--- src/rtl/msg_stream_generator.sv ---
// Test-message source: bursts of framed messages (sop/eop/empty) with selectable data pattern and gap.
// First beat one cycle after start; all outputs registered and held stable while valid & !ready.
module msg_stream_generator #(
  parameter int DATA_W  = 128,
  parameter int LEN_W   = 16,
  parameter int EMPTY_W = $clog2(DATA_W/8)
) (
  input  logic               clk,
  input  logic               rst_n,
  input  logic               start,
  input  logic               abort,
  input  logic [LEN_W-1:0]   cfg_len,
  input  logic [7:0]         cfg_msg_cnt,
  input  logic [7:0]         cfg_gap,
  input  logic [1:0]         cfg_mode,
  input  logic [31:0]        cfg_seed,
  output logic               busy,
  output logic               done,
  output logic               msg_out_valid,
  output logic [DATA_W-1:0]  msg_out_data,
  output logic               msg_out_sop,
  output logic               msg_out_eop,
  output logic [EMPTY_W-1:0] msg_out_empty,
  input  logic               msg_out_ready
);

  localparam int               LANES     = DATA_W / 32;
  localparam int               BPB       = DATA_W / 8;
  localparam logic [LEN_W-1:0] BPB_L     = LEN_W'(BPB);
  localparam logic [31:0]      LFSR_TAPS = 32'h8020_0003;

  typedef enum logic [1:0] {S_IDLE, S_SEND, S_GAP} state_t;

  function automatic logic [31:0] lfsr_step(input logic [31:0] v);
    return (v >> 1) ^ (v[0] ? LFSR_TAPS : 32'h0);
  endfunction

  state_t             state_q, state_d;
  logic [LEN_W-1:0]   len_q, len_d;
  logic [7:0]         cnt_q, cnt_d;
  logic [7:0]         gap_q, gap_d;
  logic [1:0]         mode_q, mode_d;
  logic [31:0]        seed_q, seed_d;
  logic [7:0]         msg_idx_q, msg_idx_d;
  logic [LEN_W-1:0]   word_idx_q, word_idx_d;
  logic [LEN_W-1:0]   rem_q, rem_d;
  logic [31:0]        lfsr_q, lfsr_d;
  logic [7:0]         gap_cnt_q, gap_cnt_d;
  logic               abort_seen_q, abort_seen_d;

  logic               busy_q, busy_d;
  logic               done_q, done_d;
  logic               valid_q, valid_d;
  logic [DATA_W-1:0]  data_q, data_d;
  logic               sop_q, sop_d;
  logic               eop_q, eop_d;
  logic [EMPTY_W-1:0] empty_q, empty_d;

  logic               load_out;
  logic [31:0]        lane;
  logic [15:0]        widx16;

  always_comb begin
    state_d      = state_q;
    len_d        = len_q;
    cnt_d        = cnt_q;
    gap_d        = gap_q;
    mode_d       = mode_q;
    seed_d       = seed_q;
    msg_idx_d    = msg_idx_q;
    word_idx_d   = word_idx_q;
    rem_d        = rem_q;
    lfsr_d       = lfsr_q;
    gap_cnt_d    = gap_cnt_q;
    abort_seen_d = abort_seen_q;
    busy_d       = busy_q;
    done_d       = 1'b0;
    load_out     = 1'b0;

    case (state_q)
      S_IDLE: begin
        if (start && (cfg_len != '0) && (cfg_msg_cnt != 8'd0) && !abort) begin
          len_d        = cfg_len;
          cnt_d        = cfg_msg_cnt;
          gap_d        = cfg_gap;
          mode_d       = cfg_mode;
          seed_d       = cfg_seed;
          msg_idx_d    = 8'd0;
          word_idx_d   = '0;
          rem_d        = cfg_len;
          lfsr_d       = (cfg_seed == 32'd0) ? 32'd1 : cfg_seed;
          abort_seen_d = 1'b0;
          busy_d       = 1'b1;
          state_d      = S_SEND;
          load_out     = 1'b1;
        end
      end
      S_SEND: begin
        if (abort) abort_seen_d = 1'b1;
        if (msg_out_ready) begin
          load_out = 1'b1;
          lfsr_d   = lfsr_step(lfsr_q);
          if (eop_q) begin
            msg_idx_d    = msg_idx_q + 8'd1;
            word_idx_d   = '0;
            rem_d        = len_q;
            abort_seen_d = 1'b0;
            // An abort arriving on the eop handshake itself still ends the burst here.
            if ((msg_idx_q == cnt_q - 8'd1) || abort_seen_q || abort) begin
              state_d = S_IDLE;
              busy_d  = 1'b0;
              done_d  = 1'b1;
            end else if (gap_q != 8'd0) begin
              state_d   = S_GAP;
              gap_cnt_d = gap_q;
            end
          end else begin
            rem_d      = rem_q - BPB_L;
            word_idx_d = word_idx_q + LEN_W'(1);
          end
        end
      end
      S_GAP: begin
        if (abort) begin
          state_d  = S_IDLE;
          busy_d   = 1'b0;
          done_d   = 1'b1;
          load_out = 1'b1;
        end else if (gap_cnt_q <= 8'd1) begin
          state_d  = S_SEND;
          load_out = 1'b1;
        end else begin
          gap_cnt_d = gap_cnt_q - 8'd1;
        end
      end
      default: state_d = S_IDLE;
    endcase

    // Output registers only reload on a state/beat change so a stalled beat holds.
    valid_d = valid_q;
    data_d  = data_q;
    sop_d   = sop_q;
    eop_d   = eop_q;
    empty_d = empty_q;
    widx16  = 16'(word_idx_d);
    lane    = 32'd0;
    if (load_out) begin
      valid_d = 1'b0;
      data_d  = '0;
      sop_d   = 1'b0;
      eop_d   = 1'b0;
      empty_d = '0;
      if (state_d == S_SEND) begin
        case (mode_d)
          2'd0:    lane = 32'd0;
          2'd1:    lane = {msg_idx_d, 8'h00, widx16};
          2'd2:    lane = lfsr_d;
          default: lane = seed_d;
        endcase
        valid_d = 1'b1;
        data_d  = {LANES{lane}};
        sop_d   = (word_idx_d == '0);
        eop_d   = (rem_d <= BPB_L);
        empty_d = eop_d ? EMPTY_W'(BPB_L - rem_d) : '0;
      end
    end
  end

  always_ff @(posedge clk or negedge rst_n) begin
    if (!rst_n) begin
      state_q      <= S_IDLE;
      len_q        <= '0;
      cnt_q        <= '0;
      gap_q        <= '0;
      mode_q       <= '0;
      seed_q       <= '0;
      msg_idx_q    <= '0;
      word_idx_q   <= '0;
      rem_q        <= '0;
      lfsr_q       <= '0;
      gap_cnt_q    <= '0;
      abort_seen_q <= 1'b0;
      busy_q       <= 1'b0;
      done_q       <= 1'b0;
      valid_q      <= 1'b0;
      data_q       <= '0;
      sop_q        <= 1'b0;
      eop_q        <= 1'b0;
      empty_q      <= '0;
    end else begin
      state_q      <= state_d;
      len_q        <= len_d;
      cnt_q        <= cnt_d;
      gap_q        <= gap_d;
      mode_q       <= mode_d;
      seed_q       <= seed_d;
      msg_idx_q    <= msg_idx_d;
      word_idx_q   <= word_idx_d;
      rem_q        <= rem_d;
      lfsr_q       <= lfsr_d;
      gap_cnt_q    <= gap_cnt_d;
      abort_seen_q <= abort_seen_d;
      busy_q       <= busy_d;
      done_q       <= done_d;
      valid_q      <= valid_d;
      data_q       <= data_d;
      sop_q        <= sop_d;
      eop_q        <= eop_d;
      empty_q      <= empty_d;
    end
  end

  assign busy          = busy_q;
  assign done          = done_q;
  assign msg_out_valid = valid_q;
  assign msg_out_data  = data_q;
  assign msg_out_sop   = sop_q;
  assign msg_out_eop   = eop_q;
  assign msg_out_empty = empty_q;

endmodule
--- config.mk ---
export PLATFORM = sky130hd
export DESIGN_NAME = msg_stream_generator
export DESIGN_NICKNAME = d
export VERILOG_FILES = /design/src/rtl/msg_stream_generator.sv
export SDC_FILE = /design/constraint.sdc
export NUM_CORES = 1
export LEC_CHECK = 0
export CAP_MARGIN = 20
export CORE_MARGIN = 3
export CORE_UTILIZATION = 55
export DETAILED_ROUTE_END_ITERATION = 6
export GPL_ROUTABILITY_DRIVEN = 0
export PLACE_DENSITY = 0.84
export SLEW_MARGIN = 30
export SYNTH_ARGS = -nofsm -noshare
export SYNTH_HDL_FRONTEND = slang
export SYNTH_SLANG_ARGS = --single-unit
--- constraint.sdc ---
create_clock -name clk -period 6.47 [get_ports clk]
set_clock_uncertainty 0.15 [all_clocks]
set_input_delay 1.294 -clock clk [delete_from_list [all_inputs] [get_ports clk]]
set_output_delay 1.294 -clock clk [all_outputs]
set_load 0.02 [all_outputs]
Word-level counts from Yosys, hierarchy flattened
Index checks and enable logic that the tools add are counted.
{"block": "op_classes", "bitwise": 1, "reduce_logical": 20, "n_addsub": 6, "n_mux": 64, "n_lt_le_gt_ge": 2, "n_eq_ne": 15}
{"op": "$mux W32", "n": 6}
{"op": "$mux W128", "n": 1}
{"op": "$mux W16", "n": 6}
{"op": "$pmux W32 S3", "n": 1}
{"op": "$mux W8", "n": 9}
{"op": "$pmux W16 S2", "n": 2}
{"op": "$pmux W32 S2", "n": 1}
{"op": "$logic_not A32 Y1", "n": 1}
{"op": "$pmux W8 S2", "n": 2}
{"op": "$xor A31 B32 Y32", "n": 1}
{"op": "$mux W1", "n": 20}
{"op": "$mux W2", "n": 9}
{"op": "$ne A2 B2 Y1 const B", "n": 9}
{"op": "$add A16 B1 Y16 const B", "n": 1}
{"op": "$le A16 B5 Y1 const B", "n": 1}
{"op": "$logic_not A16 Y1", "n": 1}
{"op": "$reduce_bool A16 Y1", "n": 1}
{"op": "$reduce_bool A8 Y1", "n": 2}
{"op": "$sub A16 B5 Y16 const B", "n": 1}
{"op": "$sub A8 B1 Y8 const B", "n": 2}
{"op": "$add A8 B1 Y8 const B", "n": 1}
{"op": "$eq A8 B8 Y1", "n": 1}
{"op": "$le A8 B1 Y1 const B", "n": 1}
{"op": "$mux W4", "n": 2}
{"op": "other kinds (15)", "n": 26}
{"block": "totals", "ff_bits": 286, "out_inout_bits": 137}

Depth between registers and ports, before layout
{"block": "logic_depth", "word_depth": 10, "mapped_depth": 15, "ltp_nobuf": 13}

Worst setup path before layout
OpenSTA, ideal clock, no wires.
{"block": "synth_path", "path_kind": "input port to flip-flop", "start": "in cfg_msg_cnt[1]", "end": "reg empty_q[2] (netlist: msg_out_empty[2])", "setup_slack_ns": 2.684, "stages": 11, "t_arrival_ns": 3.540, "setup_time_ns": 0.096, "required_ns": 6.224, "path_buffers": 2, "path_cell_list": "nor4_4 a211oi_4 buf_6 clkbuf_1 a222oi_1 ha_1 o311a_1 a21boi_0 nor4_2 nand2_2 o31ai_1"}
{"block": "synth_via", "elab_chain_cells": 8, "word_cells_on_any_way": 14, "cone_classes": "add/sub (1); order compare (1); eq/ne (1); mux (8); reduce/logical (3)"}
{"element": "start, declared", "line": "13", "text": "input logic [7:0] cfg_msg_cnt,"}
{"element": "$reduce_bool A8 Y1 (*)", "line": "82", "text": "if (start && (cfg_len != '0) && (cfg_msg_cnt != 8'd0) && !abort) begin"}
{"element": "$logic_and A1 B1 Y1 (*) (2 in a row)", "line": "82"}
{"element": "$mux W16", "line": "82"}
{"element": "$pmux W16 S2", "line": "80", "text": "case (state_q)"}
{"element": "$le A16 B5 Y1 or $sub A1 B4 Y4 (tied branches)", "line": "163, 164"}
{"element": "$mux W4", "line": "164", "text": "empty_d = eop_d ? EMPTY_W'(BPB_L - rem_d) : '0;"}
{"element": "$mux W4", "line": "153", "text": "if (state_d == S_SEND) begin"}
{"element": "end signal, assigned", "line": "209", "text": "empty_q <= empty_d;"}
{"element": "end, declared", "line": "57", "text": "logic [EMPTY_W-1:0] empty_q, empty_d;"}
Mark *: on every way between the ends. The rest lies on a longest branch, timed or not.
A chain may end at the register's enable or synchronous reset.

Worst setup path in the final report
{"block": "layout_path", "start": "in cfg_len[6]", "end": "reg data_q[124] (netlist: msg_out_data[124])"}
{"block": "layout_via", "elab_chain_cells": 9, "word_cells_on_any_way": 22, "cone_classes": "eq/ne (3); mux (14); reduce/logical (5)"}
{"element": "start, declared", "line": "12", "text": "input logic [LEN_W-1:0] cfg_len,"}
{"element": "$reduce_bool A16 Y1 (*)", "line": "82"}
{"element": "$logic_and A1 B1 Y1 (*) (3 in a row)", "line": "82"}
{"element": "$mux W2", "line": "82"}
{"element": "$mux W2", "line": "80"}
{"element": "$eq A2 B2 Y1, or another cell as far along", "line": "154", "text": "case (mode_d)"}
{"element": "$pmux W32 S3", "line": "154"}
{"element": "$mux W128", "line": "153"}
{"element": "end signal, assigned", "line": "206", "text": "data_q <= data_d;"}
{"element": "end, declared", "line": "54", "text": "logic [DATA_W-1:0] data_q, data_d;"}
Marked as above.

==> metrics.cfg <==
[sta]
setup_viol=0
max_freq_mhz=209
finalSetupTns_ps=0
timing.hold.ws_ps=322
rsz0062_at_grt=false
hold_violations=0
worstMarginPinSlew_ps=920
layout_min_cycle_time_ps=4790
worst_slack_ps=1680
slew_headroom_pct=38.7
maxSlewViolCount=0
period_share_pct=74.0

[floorplan]
rows=49
die_width_um=144
core_mm2=0.0183
start_util_pct=57.1
die_y_um=144
io_pins=208
die_area_mm2=0.0207

[logic_synthesis]
netlist_top_cells_area=dfrtp_1 45%, nand2_1 7.8%, buf_4 7.2%
synth_top_cell_area_share_pct=45.4
synth-edff-count=0
yosysSeqAreaShare_pct=45.4
synth-async-reset-ratio_pct=100
ys_types=84
synth_warnings=0
synth_ff_type=dfrtp_1
syn_area_per_cell_um2=9.25
syn_area_mm2=0.0105
synth_cells=1132
syn_nets=1214
synth_seq_cells=190
synth_top_area_cell=dfrtp_1

[critical_path]
r2r_slack_ps=2190
worstReg2RegStart=state_q[1]$_DFF_PN0_
path_class=primary input to flip-flop
crit_path_end=msg_out_data[124]$_DFFE_PN0P_
ff2ff_path_depth=9
cp_data_arrival_time_ps=5010
r2r_end=msg_out_empty[2]$_DFFE_PN0P_
start_kind=primary input
endpoint_kind=flip-flop
cp_max_fo=62
startpoint=cfg_len[6]
crit_required_ps=6690

[pwr]
power_frac_seq_pct=32.5
comb_power_share_pct=50.1
swShare_pct=42.5
p_per_area_mw_per_mm2=515
p_leak_nw=5.52
internal-power_mw=3.73
peakVddDrop_mv=0.293
p_clk_share_pct=17.4
p_switching_mw=2.76
power_mw=6.49

[routing]
firstDrtPassIters=7
wire_per_inst_um=20.2
drtIter0Drc=1185
viasPerCell=6.33
drc_errors=2
wirelength_um=29400
vias=9215
drtAntennaViolNets=0

[cts]
clk_latency_ps=430
cts_resized=0
path_clk_slew_ps=70
cts.htree.levels=4
root_buffer=clkbuf_16
cts_sinks=190
cts_buffers=17
cts_tree=yes
clk_path_buf_depth=2
holdBufCountCts=0
cts_setup_buffers=0

[grt]
antenna_found_initial=0
overflow=0
grt_max_degree=191
grt_first_pass_wirelength_um=46400
track_usage_pct=28.1
grt_pass1_vias=9094

[placement]
hpwl_um=19600
port_buffers=207
pre_cts_ws_ps=1420

[layout]
ff_latch_area_mm2=0.00475
drive_gt1_share_pct=7.34
fin_util_pct=68.7
multiInputGateArea_mm2=0.00448
fillers=1354
syn_to_final_growth_pct=20.2
antenna_cells=0
num-nets-final=1296

[outcome]
status=finished with violations
violations=DRC

[flow_run]
cap_violations=0

[min_path]
min_path_type=flip-flop to flip-flop

==> synth_stat cells (15+ instances only) <==
cell type    n
nand2_1    217
dfrtp_1    190
buf_4      100
o21ai_0     68
inv_1       59
nor2_1      50
a21oi_1     30
clkbuf_1    30
a22o_1      29
nand3_1     29
a222oi_1    28
buf_2       20
xnor2_1     17
nor3_1      15
==> cell families after synthesis <==
logic type,share of synthesized area [%]
AO/OA/AOI/OAI,19.1
XOR/XNOR,2.34
adder cells (fa/ha/maj),1.31
buffers and inverters,12.0
flip-flops,45.4
multiplexers,1.54
AND/OR/NAND/NOR,18.3
==> layout by cell type, fill, tap and decap left out, types with 5 or more instances in the layout <==
cell type | synthesis | final
a31oi_1 | 6 | 6
dfrtp_1 | 190 | 190
nand3_1 | 29 | 29
and3_1 | 6 | 6
and2_1 | 10 | 8
a21oi_1 | 30 | 30
o31ai_1 | 8 | 8
xnor2_1 | 17 | 17
nor4_2 | 10 | 10
inv_1 | 59 | 59
o21ai_0 | 68 | 68
a222oi_1 | 28 | 28
clkbuf_16 | 0 | 17
a32o_1 | 8 | 8
nor2_1 | 50 | 50
a22o_1 | 29 | 29
mux2_2 | 7 | 7
a22oi_1 | 7 | 7
o21ai_1 | 8 | 8
xor2_1 | 11 | 11
a2bb2oi_1 | 5 | 5
mux2i_1 | 6 | 6
a211oi_1 | 8 | 8
nand4_1 | 11 | 11
a21o_1 | 6 | 6
nand2_1 | 217 | 217
o211ai_1 | 6 | 6
o22ai_1 | 11 | 11
nor3_1 | 15 | 15
clkdlybuf4s50_1 | 0 | 206
buf_4 | 100 | 13
nor4_1 | 9 | 9
ha_1 | 11 | 11
==> layer usage <==
| metal | up-vias | global-route usage (%) | wire length [µm] |
|---|---|---|---|
| met3 | 93 | 6.42 | 2850 |
| met5 | - | 0 | 0 |
| li1 | 4088 | - | - |
| met1 | 4464 | 38.3 | 11800 |
| met2 | 570 | 44.1 | 13700 |
| met4 | 0 | 11.0 | 1070 |
==> critical path, stage by stage <==
cell and delay [ps]:
clkdlybuf4s50_1 460, nor4_2 450, nand4_2 270, nand2_2 170, buf_4 650, mux2i_1 650
buf_4 250, nand2_1 300, o22ai_1 340, a22o_1 160
==> power groups by stage <==
stage / clock, mW / sequential [mW] / combinational, mW
2_1_floorplan: 0 / 2.11 / 2.25
3_3_place_gp: 0 / 2.09 / 3.12
3_5_place_dp: 0 / 2.11 / 3.19
4_1_cts: 1.14 / 2.10 / 3.23
5_1_grt: 1.18 / 2.17 / 3.51
6_report: 1.13 / 2.11 / 3.25
==> how the worst min path moves through the flow <==
stage	startpoint	to	slack, ps	cells after the start
6_report	seed_q[13]$_DFF_PN0_	seed_q[13]$_DFF_PN0_	320	2
4_1_cts	seed_q[25]$_DFF_PN0_	seed_q[25]$_DFF_PN0_	320	2
3_5_place_dp	seed_q[0]$_DFF_PN0_	seed_q[0]$_DFF_PN0_	300	2
2_1_floorplan	seed_q[0]$_DFF_PN0_	seed_q[0]$_DFF_PN0_	280	2
3_3_place_gp	seed_q[0]$_DFF_PN0_	seed_q[0]$_DFF_PN0_	300	2
5_1_grt	seed_q[3]$_DFF_PN0_	seed_q[3]$_DFF_PN0_	330	2
==> area by class of cell <==
cell class	count	area share, %
multi-input combinational	723	35.6
sequential	190	37.8
clock buffer	19	3.52
inverter	60	1.79
timing repair buffer	222	17.6
tap	229	2.28
clock inverter	12	1.46
==> metrics by stage <==
| step | instances | instance area, µm² |
|---|---|---|
| 3_5_place_dp | 1423 | 11900 |
| 4_1_cts | 1454 | 12600 |
| 2_1_floorplan | 1132 | 10500 |
| 6_report | 1455 | 12600 |
| 5_1_grt | 1455 | 12600 |
| 3_3_place_gp | 1423 | 11900 |
==> sequential cells by signal, indices dropped and copies added, names as in the netlist <==
register	count
msg_out_eop	1
lfsr_q	32
gap_q	8
state_q	2
word_idx_q	16
msg_out_valid	1
busy	1
abort_seen_q	1
msg_out_empty	4
cnt_q	8
msg_out_sop	1
seed_q	32
done	1
gap_cnt_q	8
msg_idx_q	8
mode_q	2
msg_out_data	32
rem_q	16
len_q	16
No activity file was read; power rests on OpenSTA's default activity.
